`config.mk`:
```
export PLATFORM = sky130hd
export DESIGN_NAME = fifo_rd_ctrl
export DESIGN_NICKNAME = d
export VERILOG_FILES = /design/src/rtl/fifo_pkg.sv /design/src/rtl/fifo_gray2bin.sv /design/src/rtl/fifo_rd_ctrl.sv
export SDC_FILE = /design/constraint.sdc
export NUM_CORES = 1
export LEC_CHECK = 0
export BUFFER_PORTS_ARGS = -buffer_cell sky130_fd_sc_hd__buf_4
export CORE_UTILIZATION = 44
export CTS_BUF_LIST = sky130_fd_sc_hd__clkbuf_16
export DETAILED_ROUTE_END_ITERATION = 10
export HOLD_SLACK_MARGIN = 0.12
export PLACE_DENSITY = 0.73
export SLEW_MARGIN = 20
export SYNTH_ARGS = -nofsm -noshare
export SYNTH_HDL_FRONTEND = slang
export SYNTH_SLANG_ARGS = --single-unit
```
`constraint.sdc`:
```
create_clock -name r_clk -period 3 [get_ports r_clk]
set_clock_uncertainty 0.15 [all_clocks]
set_input_delay 0.6 -clock r_clk [delete_from_list [all_inputs] [get_ports r_clk]]
set_output_delay 0.6 -clock r_clk [all_outputs]
set_load 0.01 [all_outputs]
```
`src/rtl/fifo_pkg.sv`:
```
// Shared async-FIFO helpers: Gray/binary conversion and the FWFT output-stage state type.
// Used by both the read-side and write-side pointer controllers.
package fifo_pkg;

   localparam int GRAY_MAX_W = 32;

   typedef enum logic {
      S_EMPTY = 1'b0,
      S_VALID = 1'b1
   } fwft_state_t;

   // Callers zero-extend narrower pointers to GRAY_MAX_W and truncate the result.
   function automatic logic [GRAY_MAX_W-1:0] bin2gray(input logic [GRAY_MAX_W-1:0] bin);
      return bin ^ (bin >> 1);
   endfunction

   function automatic logic [GRAY_MAX_W-1:0] gray2bin(input logic [GRAY_MAX_W-1:0] gray);
      logic [GRAY_MAX_W-1:0] bin;
      bin[GRAY_MAX_W-1] = gray[GRAY_MAX_W-1];
      for (int i = GRAY_MAX_W - 2; i >= 0; i--) begin
         bin[i] = bin[i+1] ^ gray[i];
      end
      return bin;
   endfunction

endpackage

```
`src/rtl/fifo_gray2bin.sv`:
```
// Combinational Gray-to-binary converter of configurable width.
module fifo_gray2bin #(
   parameter int WIDTH = 4
) (
   input  logic [WIDTH-1:0] gray,
   output logic [WIDTH-1:0] bin
);
   import fifo_pkg::*;

   always_comb begin
      bin = WIDTH'(gray2bin(GRAY_MAX_W'(gray)));
   end

endmodule

```
`src/rtl/fifo_rd_ctrl.sv`:
```
// Read-domain controller of the async FIFO: read pointers, empty/almost-empty, level, underflow.
// Define FIFO_RD_FWFT_EN to build the first-word-fall-through output stage.
module fifo_rd_ctrl
   import fifo_pkg::*;
#(
   parameter int ADDR_W    = 3,
   parameter int DATA_W    = 8,
   parameter int AEMPTY_TH = 2
) (
   input  logic              r_clk,
   input  logic              r_rstn,
   input  logic              r_inc,
   input  logic [ADDR_W:0]   sync_wr_ptr,
   input  logic [DATA_W-1:0] mem_rd_data,
   output logic [ADDR_W-1:0] rd_addr,
   output logic [ADDR_W:0]   gray_rd_ptr,
   output logic [DATA_W-1:0] rd_data,
   output logic              empty,
   output logic              almost_empty,
   output logic [ADDR_W:0]   rd_level,
   output logic              underflow
);

   localparam int PTR_W = ADDR_W + 1;
   localparam logic [PTR_W:0] AE_TH = (PTR_W + 1)'(AEMPTY_TH);

   logic [PTR_W-1:0] rd_ptr;
   logic [PTR_W-1:0] rd_ptr_nxt;
   logic [PTR_W-1:0] rd_gray_nxt;
   logic [PTR_W-1:0] wr_bin;
   logic [PTR_W-1:0] mem_level;
   logic [PTR_W-1:0] mem_level_nxt;
   logic [PTR_W:0]   level_nxt;
   logic             empty_int;
   logic             pop;

   fifo_gray2bin #(
      .WIDTH(PTR_W)
   ) u_wr_gray2bin (
      .gray(sync_wr_ptr),
      .bin (wr_bin)
   );

   assign rd_ptr_nxt    = rd_ptr + PTR_W'(pop);
   assign rd_gray_nxt   = PTR_W'(bin2gray(GRAY_MAX_W'(rd_ptr_nxt)));
   assign mem_level_nxt = wr_bin - rd_ptr_nxt;
   assign rd_addr       = rd_ptr[ADDR_W-1:0];

   // Flags look at the post-pop pointer so they are never optimistic.
   always_ff @(posedge r_clk or negedge r_rstn) begin
      if (!r_rstn) begin
         rd_ptr       <= '0;
         gray_rd_ptr  <= '0;
         empty_int    <= 1'b1;
         mem_level    <= '0;
         almost_empty <= 1'b1;
      end else begin
         rd_ptr       <= rd_ptr_nxt;
         gray_rd_ptr  <= rd_gray_nxt;
         empty_int    <= (rd_gray_nxt == sync_wr_ptr);
         mem_level    <= mem_level_nxt;
         almost_empty <= (level_nxt <= AE_TH);
      end
   end

`ifdef FIFO_RD_FWFT_EN

   fwft_state_t       state;
   fwft_state_t       state_nxt;
   logic [DATA_W-1:0] rd_data_q;

   // Prefetch into the output register whenever it is empty or being consumed.
   assign pop = ~empty_int & ((state == S_EMPTY) | r_inc);

   always_comb begin
      state_nxt = state;
      if (pop) begin
         state_nxt = S_VALID;
      end else if (r_inc) begin
         state_nxt = S_EMPTY;
      end
   end

   assign level_nxt = {1'b0, mem_level_nxt} + (PTR_W + 1)'(state_nxt == S_VALID);

   always_ff @(posedge r_clk or negedge r_rstn) begin
      if (!r_rstn) begin
         state     <= S_EMPTY;
         rd_data_q <= '0;
         underflow <= 1'b0;
      end else begin
         state     <= state_nxt;
         underflow <= r_inc & (state == S_EMPTY);
         if (pop) begin
            rd_data_q <= mem_rd_data;
         end
      end
   end

   assign empty    = (state == S_EMPTY);
   assign rd_data  = rd_data_q;
   assign rd_level = mem_level + PTR_W'(state == S_VALID);

`else

   assign pop       = r_inc & ~empty_int;
   assign level_nxt = {1'b0, mem_level_nxt};

   always_ff @(posedge r_clk or negedge r_rstn) begin
      if (!r_rstn) begin
         underflow <= 1'b0;
      end else begin
         underflow <= r_inc & empty_int;
      end
   end

   assign empty    = empty_int;
   assign rd_data  = mem_rd_data;
   assign rd_level = mem_level;

`endif

endmodule
```
==> metrics.txt <==
# TYPE chip_impl_metric gauge
chip_impl_info{name="status",value="completed"} 1
chip_impl_info{name="path_class",value="primary input to flip-flop"} 1
chip_impl_metric{name="route.antenna.remaining_nets",unit=""} 0
chip_impl_metric{name="floorplan.die.height",unit="um"} 43.99
chip_impl_info{name="worstPathCellList",value="buf_4 -> xnor2_2 -> xor2_1 -> xor2_1 -> ha_1 -> fa_1 -> nor2_1 -> or4_1 -> o22ai_1"} 1
chip_impl_metric{name="hold-worst-slack",unit="ns"} 0.3982
chip_impl_metric{name="drt-total-wl",unit="mm"} 1.223
chip_impl_info{name="crit_top_cell",value="sky130_fd_sc_hd__xor2_1"} 1
chip_impl_metric{name="critical_path.max_fanout",unit=""} 4
chip_impl_metric{name="final-max-slew-violation-count",unit=""} 0
chip_impl_metric{name="cp_slowest_stage_delay",unit="ns"} 0.54
chip_impl_metric{name="grt_max_degree",unit=""} 15
chip_impl_metric{name="period_needed",unit="ns"} 2.675
chip_impl_metric{name="area_inside_the_core_boundary",unit="um^2"} 1577
chip_impl_metric{name="cts.hold.buffers_added",unit=""} 1
chip_impl_info{name="capture_instance_of_the_worst_register_to_register_path",value="almost_empty$_DFF_PN1_"} 1
chip_impl_metric{name="cts-resized-gates",unit=""} 0
chip_impl_metric{name="max-vdd-ir-drop",unit="mV"} 0.6996
chip_impl_metric{name="num_antenna_cells",unit=""} 0
chip_impl_metric{name="buffer_ports.inserted",unit=""} 20
chip_impl_metric{name="top_level_ports",unit=""} 37
chip_impl_info{name="cts_root_buf",value="sky130_fd_sc_hd__clkbuf_16"} 1
chip_impl_metric{name="cts_sinks",unit=""} 14
chip_impl_info{name="path_class_of_the_lowest_slack_min_delay_path",value="flip-flop to flip-flop"} 1
chip_impl_metric{name="detail_route.wl_per_cell",unit="um"} 12.23
chip_impl_metric{name="required_time_of_the_critical_path",unit="ns"} 3.02
chip_impl_info{name="slowest_cell_on_crit_path",value="sky130_fd_sc_hd__fa_1"} 1
chip_impl_metric{name="post_route_drc",unit=""} 0
chip_impl_metric{name="clk_pin_slew",unit="ns"} 0.04
chip_impl_metric{name="detailed_place.area",unit="um^2"} 893.4
chip_impl_metric{name="grt_overflow_total",unit=""} 0
chip_impl_metric{name="die_x",unit="um"} 43.99
chip_impl_metric{name="wl_met2",unit="um"} 551
chip_impl_metric{name="postLayoutCoreUtil",unit="%"} 62.30
chip_impl_metric{name="final-seq-area",unit="um^2"} 352.8
chip_impl_metric{name="cts_setup_buffers",unit=""} 0
chip_impl_metric{name="layout_worst_path_cycle_share",unit="%"} 89.17
chip_impl_metric{name="p_leak",unit="uW"} 0.0004798
chip_impl_metric{name="report.power.total",unit="uW"} 1354
chip_impl_metric{name="drive_gt1_share",unit="%"} 34.52
chip_impl_metric{name="timing.reg2reg.worst_path_depth",unit=""} 7
chip_impl_metric{name="critPathBufInv",unit=""} 1
chip_impl_metric{name="vias",unit=""} 479
chip_impl_metric{name="grt.total_usage",unit="%"} 15.13
chip_impl_metric{name="register_to_register_path_setup_slack",unit="ns"} 0.37
chip_impl_metric{name="wl_met1",unit="um"} 558
chip_impl_metric{name="tightest_pin_transition",unit="ns"} 0.5182
chip_impl_metric{name="met3RoutedLength",unit="um"} 68
chip_impl_metric{name="cts_max_path_buffers",unit=""} 2
chip_impl_metric{name="hpwl",unit="um"} 917.5
chip_impl_info{name="worstSetupEndpointType",value="flip-flop"} 1
chip_impl_metric{name="ys.warnings.count",unit=""} 0
chip_impl_metric{name="worst-endpoint-arrival",unit="ns"} 2.69
chip_impl_metric{name="final-setup-viol-count",unit=""} 0
chip_impl_metric{name="h_tree_lvls",unit=""} 1
chip_impl_metric{name="ys_seq_elements",unit=""} 14
chip_impl_metric{name="latest_clock_arrival_within_the_worst_skew_pair",unit="ns"} 0.24
chip_impl_metric{name="gpl.final_weighted_congestion",unit=""} 0.7830
chip_impl_metric{name="setup_tns",unit="ns"} 0
chip_impl_metric{name="final_net_count",unit=""} 105
chip_impl_metric{name="holdPathStages",unit=""} 1
chip_impl_metric{name="seq_total_area_yosys",unit="%"} 45.48
chip_impl_metric{name="post_synth_net_total",unit=""} 86
chip_impl_info{name="highest_routing_layer_actually_used",value="met4"} 1
chip_impl_metric{name="cellPowerDensity",unit="nW/um^2"} 1379
chip_impl_metric{name="combined_area_of_all_synthesized_cells",unit="um^2"} 775.7
chip_impl_metric{name="yosysUniqueCellTypes",unit=""} 25
chip_impl_info{name="cp_top_family",value="adder cells"} 1
chip_impl_metric{name="grt_pass1_wl",unit="mm"} 2.056
chip_impl_metric{name="max_slew_margin",unit="%"} 65.21
chip_impl_info{name="worst_hold_path.endpoint",value="underflow$_DFF_PN0_"} 1
chip_impl_metric{name="initial_standard_cell_utilization_of_the_core",unit="%"} 49.21
chip_impl_metric{name="fmax",unit="MHz"} 373.8
chip_impl_info{name="hold_start",value="empty$_DFF_PN1_"} 1
chip_impl_metric{name="fill_cells",unit=""} 141
chip_impl_metric{name="multi_input_comb_area",unit="um^2"} 344.1
chip_impl_info{name="r2r_start",value="empty$_DFF_PN1_"} 1
chip_impl_info{name="critPathLaunchType",value="primary input"} 1
chip_impl_info{name="tritoncts",value="built"} 1
chip_impl_metric{name="timing_hold_violations_final",unit=""} 0
chip_impl_metric{name="max_cap_viol_count",unit=""} 0
chip_impl_metric{name="postSynthCellCount",unit=""} 66
chip_impl_info{name="rsz0062_at_grt",value="no"} 1
chip_impl_metric{name="avgSynthCellArea",unit="um^2"} 11.75
chip_impl_metric{name="cts_buffers",unit=""} 3
chip_impl_metric{name="first_global_vias",unit=""} 473
chip_impl_metric{name="flow.area_growth_from_synthesis",unit="%"} 26.61
chip_impl_metric{name="drt_iter0_markers",unit=""} 6
chip_impl_metric{name="drt-vias-per-instance",unit=""} 4.790
chip_impl_metric{name="finalInstanceArea",unit="um^2"} 982.2
chip_impl_metric{name="first_pass_iters",unit=""} 5
chip_impl_metric{name="placementRows",unit=""} 14
chip_impl_metric{name="number_of_antenna_violations_at_the_first_check_in_global_routing",unit=""} 0
chip_impl_metric{name="floorplan.die_area",unit="um^2"} 1935
==> worst reg2reg max path, cell delays in order (launching register included) <==
cell and delay, ns:
sky130_fd_sc_hd__dfstp_2 0.53, sky130_fd_sc_hd__nor2b_1 0.05, sky130_fd_sc_hd__ha_1 0.21, sky130_fd_sc_hd__ha_1 0.38
sky130_fd_sc_hd__fa_1 0.62, sky130_fd_sc_hd__nor2_1 0.06, sky130_fd_sc_hd__or4_1 0.39, sky130_fd_sc_hd__o22ai_1 0.16
==> synth_stat cells <==
| library cell | instances | area, um^2 |
|---|---|---|
| sky130_fd_sc_hd__dfrtp_1 | 12 | 300.3 |
| sky130_fd_sc_hd__xnor2_1 | 10 | 87.58 |
| sky130_fd_sc_hd__buf_4 | 8 | 60.06 |
| sky130_fd_sc_hd__inv_1 | 5 | 18.77 |
| sky130_fd_sc_hd__xor2_1 | 5 | 43.79 |
| sky130_fd_sc_hd__ha_1 | 4 | 50.05 |
| sky130_fd_sc_hd__and2_1 | 2 | 12.51 |
| sky130_fd_sc_hd__dfstp_2 | 2 | 52.55 |
| sky130_fd_sc_hd__nor2_1 | 2 | 7.510 |
| sky130_fd_sc_hd__a21boi_0 | 1 | 7.510 |
| sky130_fd_sc_hd__a21oi_1 | 1 | 5.000 |
| sky130_fd_sc_hd__and3_1 | 1 | 6.260 |
| sky130_fd_sc_hd__fa_1 | 1 | 20.02 |
| sky130_fd_sc_hd__maj3_1 | 1 | 10.01 |
| sky130_fd_sc_hd__mux2i_1 | 1 | 10.01 |
| sky130_fd_sc_hd__nand3_1 | 1 | 5.000 |
| sky130_fd_sc_hd__nor2_2 | 1 | 6.260 |
| sky130_fd_sc_hd__nor2b_1 | 1 | 6.260 |
| sky130_fd_sc_hd__nor3_1 | 1 | 5.000 |
| sky130_fd_sc_hd__o211a_1 | 1 | 10.01 |
| sky130_fd_sc_hd__o21ai_0 | 1 | 5.000 |
| sky130_fd_sc_hd__o22ai_1 | 1 | 6.260 |
| sky130_fd_sc_hd__or4_1 | 1 | 7.510 |
| sky130_fd_sc_hd__xnor2_2 | 1 | 16.27 |
| sky130_fd_sc_hd__xor2_2 | 1 | 16.27 |
==> registers in the layout, indices dropped and copies added (netlist names) <==
name / flops
gray_rd_ptr: 4
empty: 1
almost_empty: 1
rd_level: 4
underflow: 1
rd_ptr: 3
==> metal layers <==
metal	global-route usage, %	vias to the layer above
met4	10.30	0
li1	-	240
met5	0	-
met2	21.49	15
met1	20.00	216
met3	4.167	8
==> stage by stage <==
| step | cells | setup WS [ns] |
|---|---|---|
| finish | 100 | 0.3248 |
| global placement | 95 | 0.09558 |
| detailed placement | 95 | 0.04975 |
| floorplan | 66 | 0.2426 |
| CTS | 100 | 0.2905 |
| global route | 100 | 0.1392 |
==> worst max path at each step <==
stage                    from                      to  slack (ns)  depth (start not counted)
5_1_grt        sync_wr_ptr[3]  almost_empty$_DFF_PN1_        0.14                          9
4_1_cts        sync_wr_ptr[3]  almost_empty$_DFF_PN1_        0.29                          9
3_3_place_gp   sync_wr_ptr[3]  almost_empty$_DFF_PN1_         0.1                          9
6_report       sync_wr_ptr[3]  almost_empty$_DFF_PN1_        0.32                          9
3_5_place_dp   sync_wr_ptr[3]  almost_empty$_DFF_PN1_        0.05                          9
2_1_floorplan  sync_wr_ptr[3]  almost_empty$_DFF_PN1_        0.24                          8
==> cells in the final DEF (no fill, tap or decap) <==
cell | Yosys | routed
sky130_fd_sc_hd__clkinv_1 | 0 | 1
sky130_fd_sc_hd__a21boi_0 | 1 | 1
sky130_fd_sc_hd__or4_1 | 1 | 1
sky130_fd_sc_hd__o22ai_1 | 1 | 1
sky130_fd_sc_hd__inv_1 | 5 | 5
sky130_fd_sc_hd__clkbuf_16 | 0 | 3
sky130_fd_sc_hd__o21ai_0 | 1 | 1
sky130_fd_sc_hd__nand3_1 | 1 | 1
sky130_fd_sc_hd__xor2_1 | 5 | 5
sky130_fd_sc_hd__and2_1 | 2 | 2
sky130_fd_sc_hd__maj3_1 | 1 | 1
sky130_fd_sc_hd__nor2_1 | 2 | 2
sky130_fd_sc_hd__mux2i_1 | 1 | 1
sky130_fd_sc_hd__nor2b_1 | 1 | 1
sky130_fd_sc_hd__o211a_1 | 1 | 1
sky130_fd_sc_hd__nor2_2 | 1 | 1
sky130_fd_sc_hd__dfstp_2 | 2 | 2
sky130_fd_sc_hd__a21oi_1 | 1 | 1
sky130_fd_sc_hd__xor2_2 | 1 | 1
sky130_fd_sc_hd__buf_4 | 8 | 21
sky130_fd_sc_hd__dfrtp_1 | 12 | 12
sky130_fd_sc_hd__xnor2_2 | 1 | 1
sky130_fd_sc_hd__ha_1 | 4 | 4
sky130_fd_sc_hd__nor3_1 | 1 | 1
sky130_fd_sc_hd__xnor2_1 | 10 | 10
sky130_fd_sc_hd__dlygate4sd3_1 | 0 | 1
sky130_fd_sc_hd__fa_1 | 1 | 1
sky130_fd_sc_hd__and3_1 | 1 | 1
==> cell type report <==
type,count,area share (%)
Sequential cell,14,35.92
Multi-Input combinational cell,39,35.03
Clock buffer,3,7.643
Inverter,5,1.911
Tap cell,16,2.038
Clock inverter,1,0.3822
Timing Repair Buffer,22,17.07
==> kinds of logic (layout without fill, tap and decap cells) <==
| family | Yosys count | after routing | share of synthesized area (%) |
|---|---|---|---|
| AOI/OAI and AO/OA | 5 | 5 | 4.355 |
| muxes | 1 | 1 | 1.290 |
| DFF | 14 | 14 | 45.48 |
| adders and majority gates | 6 | 6 | 10.32 |
| and+or+nand+nor | 10 | 10 | 7.259 |
| xor gates and xnor gates | 17 | 17 | 21.13 |
| buffers and inverters | 13 | 31 | 10.16 |
==> where the power goes <==
part,internal [uW],total (uW),switching [uW]
Sequential,301,350,49.3
Combinational,381,758,377
Clock,176,247,71.3
No activity file was read; power rests on OpenSTA's default activity.
